`src/rtl/mem_arbiter.sv`:
```
// mem_arbiter: sole owner of the byte-wide RAM/IO port. It serializes 1/2/4-byte
//   accesses for three requesters (committed stores > loads > instruction fetch)
//   and returns a one-cycle done pulse to the winner.
// Latency: read of N bytes -> done pulse in the cycle after edge N+1 past the grant;
//   write of N bytes -> mem_wr for N cycles, st_done in the cycle after edge N.
// Backpressure: no queueing; losing requests stay pending at their source. Stores wait
//   while io_buffer_full is high. rdy=0 freezes every register.
// Ports:
//   clk, rst (sync, active-high), rdy (global enable), clear (flush of fetch/load traffic)
//   io_buffer_full           IO write FIFO full, blocks store grants
//   mem_din/mem_dout/mem_a/mem_wr   RAM/IO pins (read data arrives one cycle after mem_a)
//   fetch_req/fetch_addr -> fetch_done/fetch_inst        instruction fetch (always 4 bytes)
//   if_out_mem/out_mem_addr/out_mem_size/out_mem_signed -> if_get_mem/data_mem   loads
//   st_req/st_addr/st_data/st_size -> st_done            committed stores
module mem_arbiter (
  input  logic        clk,
  input  logic        rst,
  input  logic        rdy,
  input  logic        clear,
  input  logic        io_buffer_full,
  input  logic [7:0]  mem_din,
  output logic [7:0]  mem_dout,
  output logic [31:0] mem_a,
  output logic        mem_wr,
  input  logic        fetch_req,
  input  logic [31:0] fetch_addr,
  output logic        fetch_done,
  output logic [31:0] fetch_inst,
  input  logic        if_out_mem,
  input  logic [31:0] out_mem_addr,
  input  logic [5:0]  out_mem_size,
  input  logic        out_mem_signed,
  output logic        if_get_mem,
  output logic [31:0] data_mem,
  input  logic        st_req,
  input  logic [31:0] st_addr,
  input  logic [31:0] st_data,
  input  logic [5:0]  st_size,
  output logic        st_done
);

  localparam int addrWidth = 32;
  localparam int dataWidth = 32;

  typedef enum logic [1:0] {IDLE, READ, WRITE, DONE} state_t;
  typedef enum logic [1:0] {SRC_FETCH, SRC_LOAD, SRC_STORE} src_t;

  state_t                 state, state_n;
  src_t                   src_q, src_n;
  logic [2:0]             cnt, cnt_n;
  logic [2:0]             cnt_inc;
  logic [2:0]             len_q, len_n;
  logic                   sgn_q, sgn_n;
  logic [addrWidth-1:0]   addr_q, addr_n;
  logic [dataWidth-1:0]   wdata_q, wdata_n;
  logic [23:0]            rbuf_q, rbuf_n;   // bytes 0..2 of a read in flight
  logic [dataWidth-1:0]   rd_val;
  logic                   sx;

  logic [7:0]             mem_dout_n;
  logic [addrWidth-1:0]   mem_a_n;
  logic                   mem_wr_n;
  logic                   fetch_done_n;
  logic [dataWidth-1:0]   fetch_inst_n;
  logic                   if_get_mem_n;
  logic [dataWidth-1:0]   data_mem_n;
  logic                   st_done_n;

  // Access length in bytes; any encoding other than 1 or 2 means a full word.
  function automatic logic [2:0] size_len(input logic [5:0] sz);
    case (sz)
      6'd1:    return 3'd1;
      6'd2:    return 3'd2;
      default: return 3'd4;
    endcase
  endfunction

  function automatic logic [7:0] byte_of(input logic [31:0] w, input logic [1:0] i);
    case (i)
      2'd0:    return w[7:0];
      2'd1:    return w[15:8];
      2'd2:    return w[23:16];
      default: return w[31:24];
    endcase
  endfunction

  always_ff @(posedge clk) begin
    if (rst) begin
      state      <= IDLE;
      src_q      <= SRC_FETCH;
      cnt        <= '0;
      len_q      <= 3'd4;
      sgn_q      <= 1'b0;
      addr_q     <= '0;
      wdata_q    <= '0;
      rbuf_q     <= '0;
      mem_dout   <= '0;
      mem_a      <= '0;
      mem_wr     <= 1'b0;
      fetch_done <= 1'b0;
      fetch_inst <= '0;
      if_get_mem <= 1'b0;
      data_mem   <= '0;
      st_done    <= 1'b0;
    end else begin
      state      <= state_n;
      src_q      <= src_n;
      cnt        <= cnt_n;
      len_q      <= len_n;
      sgn_q      <= sgn_n;
      addr_q     <= addr_n;
      wdata_q    <= wdata_n;
      rbuf_q     <= rbuf_n;
      mem_dout   <= mem_dout_n;
      mem_a      <= mem_a_n;
      mem_wr     <= mem_wr_n;
      fetch_done <= fetch_done_n;
      fetch_inst <= fetch_inst_n;
      if_get_mem <= if_get_mem_n;
      data_mem   <= data_mem_n;
      st_done    <= st_done_n;
    end
  end

  always_comb begin
    state_n      = state;
    src_n        = src_q;
    cnt_n        = cnt;
    len_n        = len_q;
    sgn_n        = sgn_q;
    addr_n       = addr_q;
    wdata_n      = wdata_q;
    rbuf_n       = rbuf_q;
    mem_dout_n   = mem_dout;
    mem_a_n      = mem_a;
    mem_wr_n     = mem_wr;
    fetch_done_n = fetch_done;
    fetch_inst_n = fetch_inst;
    if_get_mem_n = if_get_mem;
    data_mem_n   = data_mem;
    st_done_n    = st_done;
    cnt_inc      = cnt + 3'd1;

    // The last byte of a read is taken straight from mem_din, so its MSB is the
    // sign bit for every length; a word read needs no extension at all.
    sx = sgn_q & mem_din[7];
    case (len_q)
      3'd1:    rd_val = {{24{sx}}, mem_din};
      3'd2:    rd_val = {{16{sx}}, mem_din, rbuf_q[7:0]};
      default: rd_val = {mem_din, rbuf_q[23:0]};
    endcase

    if (rdy) begin
      case (state)
        IDLE: begin
          cnt_n = '0;
          if (st_req && !io_buffer_full) begin
            state_n    = WRITE;
            src_n      = SRC_STORE;
            addr_n     = st_addr;
            len_n      = size_len(st_size);
            wdata_n    = st_data;
            sgn_n      = 1'b0;
            mem_a_n    = st_addr;
            mem_dout_n = st_data[7:0];
            mem_wr_n   = 1'b1;
          end else if (!clear && if_out_mem) begin
            state_n  = READ;
            src_n    = SRC_LOAD;
            addr_n   = out_mem_addr;
            len_n    = size_len(out_mem_size);
            sgn_n    = out_mem_signed;
            mem_a_n  = out_mem_addr;
            mem_wr_n = 1'b0;
          end else if (!clear && fetch_req) begin
            state_n  = READ;
            src_n    = SRC_FETCH;
            addr_n   = fetch_addr;
            len_n    = 3'd4;
            sgn_n    = 1'b0;
            mem_a_n  = fetch_addr;
            mem_wr_n = 1'b0;
          end
        end

        READ: begin
          if (clear) begin
            // Flushed read: abandon it without any completion pulse.
            state_n = IDLE;
            cnt_n   = '0;
          end else begin
            // In cycle c (cnt == c) mem_din holds the byte addressed in cycle c-1.
            case (cnt)
              3'd1:    rbuf_n[7:0]   = mem_din;
              3'd2:    rbuf_n[15:8]  = mem_din;
              3'd3:    rbuf_n[23:16] = mem_din;
              default: ;
            endcase
            if (cnt == len_q) begin
              state_n = DONE;
              cnt_n   = '0;
              if (src_q == SRC_FETCH) begin
                fetch_inst_n = rd_val;
                fetch_done_n = 1'b1;
              end else begin
                data_mem_n   = rd_val;
                if_get_mem_n = 1'b1;
              end
            end else begin
              cnt_n = cnt_inc;
              // Hold the last address rather than touching a byte beyond the access.
              if (cnt_inc < len_q) begin
                mem_a_n = addr_q + {29'd0, cnt_inc};
              end
            end
          end
        end

        WRITE: begin
          // Committed stores are never flushed.
          if (cnt_inc == len_q) begin
            state_n   = DONE;
            cnt_n     = '0;
            mem_wr_n  = 1'b0;
            st_done_n = 1'b1;
          end else begin
            cnt_n      = cnt_inc;
            mem_a_n    = addr_q + {29'd0, cnt_inc};
            mem_dout_n = byte_of(wdata_q, cnt_inc[1:0]);
          end
        end

        default: begin
          // DONE: single cycle, no grant. Pulses drop on the way out, which also
          // covers a flush arriving while a fetch/load completion is showing.
          state_n      = IDLE;
          cnt_n        = '0;
          fetch_done_n = 1'b0;
          if_get_mem_n = 1'b0;
          st_done_n    = 1'b0;
        end
      endcase
    end
  end

endmodule

```
`config.mk`:
```
export PLATFORM = sky130hd
export DESIGN_NAME = mem_arbiter
export DESIGN_NICKNAME = d
export VERILOG_FILES = /design/src/rtl/mem_arbiter.sv
export SDC_FILE = /design/constraint.sdc
export NUM_CORES = 1
export LEC_CHECK = 0
export CELL_PAD_IN_SITES_DETAIL_PLACEMENT = 0
export CELL_PAD_IN_SITES_GLOBAL_PLACEMENT = 1
export CORE_ASPECT_RATIO = 1.5
export CORE_MARGIN = 8
export CORE_UTILIZATION = 35
export DETAILED_ROUTE_END_ITERATION = 6
export GPL_ROUTABILITY_DRIVEN = 0
export PLACE_DENSITY = 0.76
export RECOVER_POWER = 100
export SYNTH_ARGS = -nofsm -noshare
export SYNTH_HDL_FRONTEND = slang
export SYNTH_SLANG_ARGS = --single-unit
```
`constraint.sdc`:
```
create_clock -name clk -period 2.92 [get_ports clk]
set_input_delay 0.584 -clock clk [delete_from_list [all_inputs] [get_ports clk]]
set_output_delay 0.584 -clock clk [all_outputs]
set_load 0.005 [all_outputs]
```
==> metrics.md, run 1 <==
| Metric | Value |
|---|---|
| P_sw | `1.90 mW` |
| Ys async rst share | `0` |
| Ys Warns | `0` |
| Max VDD drop | `0.000313 V` |
| Tightest Pin Transition | `0.858 ns` |
| Syn Area/Cell | `7.60 µm²` |
| Chip width | `155 µm` |
| Setup TNS | `0 ns` |
| Switching Fraction | `0.263` |
| Per-cell routed wire length | `18.0 µm` |
| H-tree lvl count | `1` |
| Crit path DAT | `3.11 ns` |
| Worst-path fanout max | `27` |
| Synthesized cell area | `10,200 µm²` |
| Clock power share | `0.408` |
| Logic gate share of total power | `0.169` |
| Initial Util | `0.355` |
| P_int | `5.33 mW` |
| CORE AREA | `28,700 µm²` |
| Slowest cell on crit path | `clkbuf_4` |
| Final Hold Viols | `0` |
| Total grt overflow | `0` |
| Worst setup EP type | `flop` |
| Worst path bufs/invs | `3` |
| Outcome | `finished clean` |
| Vias in the first global route | `10,200` |
| Clock Tree Buf Depth | `3` |
| Die area | `35,000 µm²` |
| Pleak | `5.27 nW` |
| Sequential fraction of design power | `0.423` |
| Buffers added on ports | `264` |
| Layout cells sized above 1 | `0.0700` |
| Initial antenna violation count | `1` |
| Final period util | `0.934` |
| Largest net degree at the start of global routing | `71` |
| Area contributors post-synth | `dfxtp_1 41%, nand2_1 9.7%, nor2_1 6.1%` |
| Syn Nets | `1,517` |
| Layout Area Growth over Synthesis | `38.2%` |
| Area after DPL | `13,300 µm²` |
| Maximum clock rate | `367 MHz` |
| Yosys reg bits | `207` |
| Global-route wire length before repair | `56,200 µm` |
| Vias post-DR | `10,400` |
| FP Rows | `76` |
| Root Buffer | `clkbuf_16` |
| CTS tree | `done` |
| DRC violation count after routing | `0` |
| Antenna-violating nets left | `0` |
| Final instance area | `14,100 µm²` |
| Die height | `225 µm` |
| Drt first-iter violations | `628` |
| RSZ-0062 raised after global routing | `no` |
| Top cell type's share of synthesized area | `0.406` |
| Clk slew on worst S/H paths | `0.06 ns` |
| Crit-path cells | `inv_1 > ha_1 > ha_1 > nor2b_1 > o21a_1 > o41ai_4 > clkbuf_4 > a21oi_1 > buf_2 > o2bb2ai_1` |
| Most instantiated cells after synthesis | `264 x nand2_1, 207 x dfxtp_1, 166 x nor2_1` |
| Worst path max stage delay | `0.42 ns` |
| Worst Setup Start Kind | `flop` |
| Max Slew Vio Count | `0` |
| Total GRT Usage | `0.198` |
| Final setup viols | `0` |
| Setup Skew | `0.0136 ns` |
| Setup CP Type | `reg2reg` |
| Number of detailed-route iterations in the first pass | `6` |
| Hold Crit Class | `in2reg` |
| Most common cell on crit path | `ha_1` |
| Vias per inst | `5.22` |
| Post-DP HPWL | `26,900 µm` |
| Synth unique cells | `73` |
| Hold_buf cts | `0` |
| Max Cap Violations | `0` |
| Clock Latency Late Sink | `0.50 ns` |
| Sink Count | `207` |
| Count leader, synth | `nand2_1` |
| Most used flip-flop cell after synthesis | `dfxtp_1` |
| CP delay by family, top | `buffers and inverters` |
| Tmin final | `2.73 ns` |
| Register area share after synthesis | `0.406` |
| Pwr per Cell Area | `513 nW/µm²` |
| WL final | `35,800 µm` |
| Nets | `1,760` |
| Total CTS buffers | `22` |
| Syn Inst Count | `1,342` |
| Slew HR | `0.423` |
| Critical path required time | `3.31 ns` |
| I/O pins | `265` |
| EDFF count, synth | `0` |
| Largest area contributor in the synthesized netlist | `dfxtp_1` |
-- registers in the layout, indices dropped and copies added, names as in the netlist, 2 cells and up --
| signal | count |
|---|---|
| rbuf_q | 24 |
| fetch_inst | 32 |
| src_q | 2 |
| cnt | 3 |
| addr_q | 32 |
| data_mem | 32 |
| mem_a | 32 |
| state | 2 |
| mem_dout | 8 |
| len_q | 3 |
| wdata_q | 32 |
-- final cells by class --
class,count,area [µm²]
fillers,2883,14600
multi-input cells,993,5480
flip-flops and latches,207,4140
repair buffers,321,3060
clock buffers,32,649
well taps,390,488
inverters,40,150
clock inverters,8,115
diodes,1,2.50
-- worst reg2reg max path, cell delays in order (launching register included) --
cell       delay (ns)
dfxtp_1          0.41
inv_1            0.09
ha_1             0.34
ha_1             0.30
nor2b_1          0.13
o21a_1           0.21
o41ai_4          0.20
clkbuf_4         0.42
a21oi_1          0.12
buf_2            0.23
o2bb2ai_1        0.16
-- layer usage --
| layer | track usage | vias up | routed length [µm] |
|---|---|---|---|
| met5 | 0 | - | 0 |
| met1 | 0.223 | 4842 | 13900 |
| met2 | 0.371 | 308 | 18900 |
| li1 | - | 5190 | - |
| met4 | 0.0559 | 0 | 779 |
| met3 | 0.0386 | 54 | 2170 |
-- logic make-up after synthesis --
group,synth area share
fa+ha+maj,0.0228
flops,0.406
buf+inv,0.0568
compound gates,0.210
mux,0.0256
xor+xnor,0.0135
simple gates,0.265
-- repair_timing --
item / CTS / global route
resized for setup: 0 / 4
endpoints found under the setup margin: 0 / 23
setup buffers: 0 / 5
-- final timing paths --
check	start	end	slack (ns)	cells past startpoint
worst max register to register	cnt[0]	mem_a[13]	0.19	10
worst min-delay path	rst	cnt[1]	0.45	2
worst min register to register	rbuf_q[16]	rbuf_q[16]	0.45	2
worst max-delay path	cnt[0]	mem_a[13]	0.19	10
-- stage by stage --
stage,utilization,hold slack (ns),setup WS [ns],power [mW],instances
floorplan,-,0.436,0.299,3.73,1342
global placement,0.464,0.441,0.0487,4.36,1946
detailed placement,0.464,0.446,0.0227,4.37,1946
CTS,0.491,0.432,0.000518,7.35,1986
global route,0.491,0.446,0.0276,7.54,1992
finish,0.491,0.451,0.193,7.23,1992
-- power groups by stage --
stage                     Clock, mW  Combinational (mW)  Sequential, mW
after global placement            0                1.24            3.12
final                          2.95                1.22            3.06
after floorplan                   0               0.630            3.10
after global routing           3.13                1.34            3.07
after detailed placement          0                1.25            3.12
after CTS                      3.04                1.26            3.06
-- placed cells by master, fill, tap and decap left out, drive strengths merged, types with 5 or more instances in the layout --
cell and n:
o21ai 36, buf 44, a222oi 8, o21a 7
a211oi 37, ha 17, nand2 265, o211ai 25
mux2i 25, o31a 5, nor2b 7, o221ai 5
nor2 167, o2bb2ai 11, nand2b 5, dlygate4sd3 109
nor3 69, clkdlybuf4s50 154, a21oi 114, clkbuf 46
nand4 17, and2 5, nand3 32, xnor2 10
and3 7, dfxtp 207, a31oi 30, a22oi 8
inv 38, clkinv 7, nor4 17
Power figures use the tool's default switching activity.
==> inputs of run 2 (changes only) <==
- CAP_MARGIN: unset -> 10
- CORE_ASPECT_RATIO: 1.5 -> unset
- GPL_ROUTABILITY_DRIVEN: 0 -> 1
==> run 2 against run 1 <==
Hold slack gained 0.0037 ns. Via count up 0.15%. Largest power group is now clock. Clock power up 4%.
==> metrics.md, run 2 (synthesized netlist as in run 1, its figures left out) <==
| Metric | Value |
|---|---|
| Initial antenna violation count | `2 (+1)` |
| Final setup viols | `0 (unchanged)` |
| Initial Util | `0.355 (about the same)` |
| Pwr per Cell Area | `519 nW/µm² (+1.2%)` |
| Antenna-violating nets left | `0 (unchanged)` |
| Final Hold Viols | `0 (unchanged)` |
| Die height | `187 µm (-17%)` |
| Most common cell on crit path | `ha_1` |
| Fin Hold WS | `0.454 ns (+0.00368 ns)` |
| Hold path cells | `2 (unchanged)` |
| Vias post-DR | `10,400 (+0.15%)` |
| Vias in the first global route | `10,200 (+0.36%)` |
| Tmin final | `2.77 ns (+0.0397 ns)` |
| Outcome | `finished clean` |
| Pleak | `5.27 nW (about the same)` |
| Buffers added on ports | `264 (unchanged)` |
| Max Slew Vio Count | `0 (unchanged)` |
| Max VDD drop | `0.000375 V (+20%)` |
| Drt first-iter violations | `681 (+8.4%)` |
| Clock Latency Late Sink | `0.53 ns (+0.03 ns)` |
| Hold Crit Class | `reg2reg` |
| Worst-path fanout max | `8 (-70%)` |
| Layout Area Growth over Synthesis | `38.6%` |
| CORE AREA | `28,700 µm² (about the same)` |
| DRC violation count after routing | `0 (unchanged)` |
| RSZ-0062 raised after global routing | `no` |
| FP Rows | `62 (-18%)` |
| Layout cells sized above 1 | `0.0655 (-0.00441)` |
| Crit path DAT | `3.20 ns (+0.09 ns)` |
| Largest net degree at the start of global routing | `87 (+23%)` |
| Clk slew on worst S/H paths | `0.06 ns (about the same)` |
| Vias per inst | `5.24 (+0.41%)` |
| Total grt overflow | `0 (unchanged)` |
| Most frequent cells in the layout | `264 x nand2_1, 207 x dfxtp_1, 165 x nor2_1` |
| Setup CP Type | `reg2reg` |
| WL final | `36,000 µm (+0.78%)` |
| Max Cap Violations | `0 (unchanged)` |
| Worst path max stage delay | `0.50 ns (+0.08 ns)` |
| Maximum clock rate | `362 MHz (-1.4%)` |
| Slew HR | `0.382 (-0.0409)` |
| Critical path required time | `3.35 ns (+0.04 ns)` |
| CTS tree | `done` |
| Nets | `1,759 (-0.057%)` |
| H-tree lvl count | `1 (unchanged)` |
| Clock Tree Buf Depth | `3 (unchanged)` |
| Final instance area | `14,100 µm² (+0.26%)` |
| Most common cell after layout, fill and taps aside | `nand2_1` |
| Total CTS buffers | `24 (+9.1%)` |
| Final period util | `0.947 (+0.0136)` |
| Gp weighted congestion | `0.859` |
| Total GRT Usage | `0.198 (about the same)` |
| Area after DPL | `13,400 µm² (+0.28%)` |
| Root Buffer | `clkbuf_16` |
| Post-DP HPWL | `26,100 µm (-2.8%)` |
| Tightest Pin Transition | `0.919 ns (+0.0609 ns)` |
| Crit-path cells | `ha_1 > ha_1 > inv_1 > ha_1 > nand3_1 > o21ai_1 > nor3_2 > buf_4 > a21oi_1 > a311oi_1` |
| Slowest cell on crit path | `nor3_2` |
| R2R depth | `10 (unchanged)` |
| FF-to-FF setup slack | `0.15 ns (-0.04 ns)` |
| Die area | `34,800 µm² (-0.32%)` |
| I/O pins | `265 (unchanged)` |
| Per-cell routed wire length | `18.1 µm (+1.0%)` |
| Global-route wire length before repair | `57,500 µm (+2.3%)` |
| Sink Count | `207 (unchanged)` |
| Worst setup EP type | `flop` |
| Number of detailed-route iterations in the first pass | `5 (-1)` |
| Chip width | `187 µm (+20%)` |
| Setup Skew | `0.0142 ns (+0.000589 ns)` |
| Worst Setup Start Kind | `flop` |
[run 2: cell types whose count changed in the layout (fill, tap and decap cells not counted), moves of 2 or more]
| cell | delta |
|---|---|
| clkinv_2 | -3 |
| buf_4 | -4 |
| bufinv_16 | -2 |
| clkbuf_8 | +6 |
| clkbuf_2 | -6 |
| buf_12 | +2 |
| clkbuf_1 | +6 |
[run 2: power by group]
part | switching [mW] | leakage (nW) | internal, mW
combinational | 0.663 | 3.19 | 0.563
sequential | 0.0994 | 1.68 | 2.95
clock | 1.20 | 0.404 | 1.86
total | 1.96 | 5.27 | 5.37
[run 2: final timing paths]
check	from	end
max reg2reg	cnt[0]	mem_a[29]
max	cnt[0]	mem_a[29]
min	rbuf_q[6]	rbuf_q[6]
min reg2reg	rbuf_q[6]	rbuf_q[6]
[run 2: per-layer routing]
| metal | routed length (µm) | track usage | part of all wire |
|---|---|---|---|
| met1 | 17200 | 0.271 | 0.48 |
| met2 | 16000 | 0.315 | 0.44 |
| met3 | 2010 | 0.0362 | 0.056 |
| met4 | 854 | 0.0556 | 0.024 |
| met5 | 13 | 0 | 0.00036 |
[run 2: critical path, delay by kind of cell, from the launching register on]
kind / cells / cell delay [ns]
AO/OA/AOI/OAI: 3 / 0.52
adder cells (fa/ha/maj): 3 / 0.82
buffers and inverters: 2 / 0.34
flip-flops: 1 / 0.35
AND/OR/NAND/NOR: 2 / 0.64
[run 2: what timing repair did]
item / in CTS / in global routing
setup buffers: 0 / 0
resized for setup: 2 / 1
cloned: 1 / 0
endpoints found under the setup margin: 10 / 4
hold buffers: 0 / 0
[run 2: final cells by class]
cell class                 count  area [µm²]
fill                        2903       14600
multi-input combinational    994        5480
sequential                   207        4140
timing repair buffer         317        3060
clock buffer                  40         761
tap                          384         480
inverter                      40         150
clock inverter                 4        56.3
antenna                        1        2.50
[run 2: stage by stage]
| step | std cells | TNS [ns] | worst slack, ns | util | total power, mW |
|---|---|---|---|---|---|
| 4_1_cts | 1986 | 0 | 0.138 | 0.495 | 7.45 |
| 2_1_floorplan | 1342 | 0 | 0.299 | - | 3.73 |
| 5_1_grt | 1987 | 0 | 0.0205 | 0.492 | 7.65 |
| 3_3_place_gp | 1941 | 0 | 0.106 | 0.466 | 4.36 |
| 3_5_place_dp | 1941 | -0.227 | -0.0384 | 0.466 | 4.37 |
| 6_report | 1987 | 0 | 0.154 | 0.492 | 7.34 |
==> inputs of run 3 (changes only) <==
- CTS_CLUSTER_DIAMETER: unset -> 30
- PLACE_DENSITY: 0.76 -> 0.84
==> run 3 against run 2 <==
Core utilization rose by 3.1 points. Maximum frequency rose by 0.48%. Critical endpoint is now mem_a[25]. Clock skew rose by 0.00092 ns. Highest routed layer is now met4. First-iteration DRC count rose by 25%. Via count rose by 2.0%. Die area did not move. Register-to-register slack barely moved. Largest cell class unchanged. Clock power rose by 89%. Combinational power barely moved.
==> metrics.md, run 3 (synthesized netlist as in run 1, its figures left out) <==
| Metric | Value |
|---|---|
| Total GRT Usage | `0.197 (-0.00174)` |
| Max VDD drop | `0.000425 V (+13%)` |
| Sink Count | `207 (unchanged)` |
| Clock Latency Late Sink | `0.54 ns (about the same)` |
| Worst setup EP type | `flop` |
| Tmin final | `2.75 ns (-0.0133 ns)` |
| Number of detailed-route iterations in the first pass | `6 (+1)` |
| Per-cell routed wire length | `17.7 µm (-2.3%)` |
| DRC violation count after routing | `0 (unchanged)` |
| Worst path max stage delay | `0.42 ns (-0.08 ns)` |
| WL final | `35,900 µm (-0.47%)` |
| Setup Skew | `0.0151 ns (+0.000920 ns)` |
| Hold Crit Class | `in2reg` |
| Crit-path cells | `ha_1 > ha_1 > inv_1 > ha_1 > o211ai_2 > or2_2 > o41a_1 > a311oi_1 > o2bb2ai_1` |
| Max Cap Violations | `0 (unchanged)` |
| Setup CP Type | `reg2reg` |
| FP Rows | `62 (unchanged)` |
| RSZ-0062 raised after global routing | `no` |
| Final period util | `0.943 (-0.00456)` |
| Most common cell after layout, fill and taps aside | `nand2_1` |
| Clock Tree Buf Depth | `3 (unchanged)` |
| Die height | `187 µm (unchanged)` |
| Root Buffer | `clkbuf_16` |
| Slew HR | `0.359 (-0.0237)` |
| Final setup viols | `0 (unchanged)` |
| Vias in the first global route | `10,300 (+0.99%)` |
| CTS tree | `done` |
| Maximum clock rate | `363 MHz (+0.48%)` |
| H-tree lvl count | `2 (+1)` |
| Critical path required time | `3.33 ns (-0.02 ns)` |
| Initial antenna violation count | `1 (-1)` |
| Final Util | `0.524 (+0.0314)` |
| Chip width | `187 µm (unchanged)` |
| Pleak | `5.71 nW (+8.2%)` |
| Vias per inst | `5.25 (+0.18%)` |
| Global-route wire length before repair | `56,700 µm (-1.4%)` |
| Buffers added on ports | `264 (unchanged)` |
| Most frequent cells in the layout | `264 x nand2_1, 207 x dfxtp_1, 165 x nor2_1` |
| Outcome | `finished clean` |
| ANT cells | `0 (-1)` |
| Slowest cell on crit path | `o41a_1` |
| Nets | `1,779 (+1.1%)` |
| Worst path bufs/invs | `1 (-1)` |
| Most common cell on crit path | `ha_1` |
| Vias post-DR | `10,600 (+2.0%)` |
| Crit path DAT | `3.17 ns (-0.03 ns)` |
| CORE AREA | `28,700 µm² (unchanged)` |
| Max Slew Vio Count | `0 (unchanged)` |
| Final-layout fill cell count | `2,734 (-5.8%)` |
| Total grt overflow | `0 (unchanged)` |
| Hold_buf cts | `0 (unchanged)` |
| Worst-path fanout max | `8 (unchanged)` |
| Pwr per Cell Area | `670 nW/µm² (+29%)` |
| Total CTS buffers | `47 (+96%)` |
| Antenna-violating nets left | `0 (unchanged)` |
| I/O pins | `265 (unchanged)` |
| CP delay by family, top | `compound AO/OA/AOI/OAI gates` |
| Layout cells sized above 1 | `0.0902 (+0.0247)` |
| Tightest Pin Transition | `0.960 ns (+0.0411 ns)` |
| Layout Area Growth over Synthesis | `47.4%` |
| Gp weighted congestion | `0.853 (-0.71%)` |
| Drt first-iter violations | `848 (+25%)` |
| Setup TNS | `0 ns (unchanged)` |
| Post-DP HPWL | `25,700 µm (-1.5%)` |
| Die area | `34,800 µm² (unchanged)` |
| Worst Setup Start Kind | `flop` |
| Clk slew on worst S/H paths | `0.04 ns (-0.02 ns)` |
| Largest net degree at the start of global routing | `112 (+29%)` |
| Final Hold Viols | `0 (unchanged)` |
| Initial Util | `0.355 (unchanged)` |
-- run 3: cell count changes in the layout (fill, tap and decap cells not counted), sizes merged, moves of 2 or more --
cell      before  now
bufinv         1    9
buf           42   40
clkinvlp       0    5
clkbuf        52   78
-- run 3: worst reg2reg max path, delay by kind of cell (launching register included) --
family | cells | cell delay, ns
DFF | 1 | 0.35
and+or+nand+nor | 1 | 0.38
AOI/OAI and AO/OA | 4 | 0.99
adders and majority gates | 3 | 0.86
buffers and inverters | 1 | 0.07
-- run 3: what timing repair did --
action / CTS / global route
resized for setup: 0 / 1
setup buffers: 0 / 0
endpoints found under the setup margin: 0 / 25
-- run 3: path summary, 6_finish.rpt --
path	depth (start not counted)	endpoint	from	slack, ns
worst max-delay path	9	mem_a[25]	cnt[0]	0.17
worst min-delay path	2	addr_q[29]	rst	0.26
worst max register to register	9	mem_a[25]	cnt[0]	0.17
worst min register to register	2	wdata_q[1]	wdata_q[1]	0.45
-- run 3: routing by layer --
layer / track usage / routed length, µm / share of wire / vias to the layer above
met2: 0.319 / 16700 / 0.46 / 384
met5: 0 / 0 / 0 / -
met4: 0.0672 / 817 / 0.023 / 0
met1: 0.255 / 15800 / 0.44 / 4941
li1: - / - / - / 5242
met3: 0.0433 / 2540 / 0.071 / 56
-- run 3: where the power goes --
part           internal (mW)  switching (mW)
combinational          0.559           0.661
clock                   4.13            1.64
sequential              2.96           0.106
total                   7.65            2.41
-- run 3: cell type report --
class,count,area [µm²],area share
clock buffer,67,1410,0.0941
clock inverter,18,343,0.0228
inverter,40,150,0.00999
multi-input combinational,993,5480,0.364
sequential,207,4140,0.276
tap,384,480,0.0320
timing repair buffer,315,3020,0.201
-- run 3: per-stage QoR --
step                      hold WS (ns)  worst slack, ns  total power, mW  cell area, µm²  cells
after floorplan                  0.436            0.299             3.73           10200   1342
after global placement           0.441            0.141             4.36           13300   1939
after detailed placement         0.446           0.0739             4.37           13300   1939
after CTS                        0.253            0.110             10.2           15100   2024
after global routing             0.261           0.0259             10.4           15000   2024
final                            0.265            0.167             10.1           15000   2024
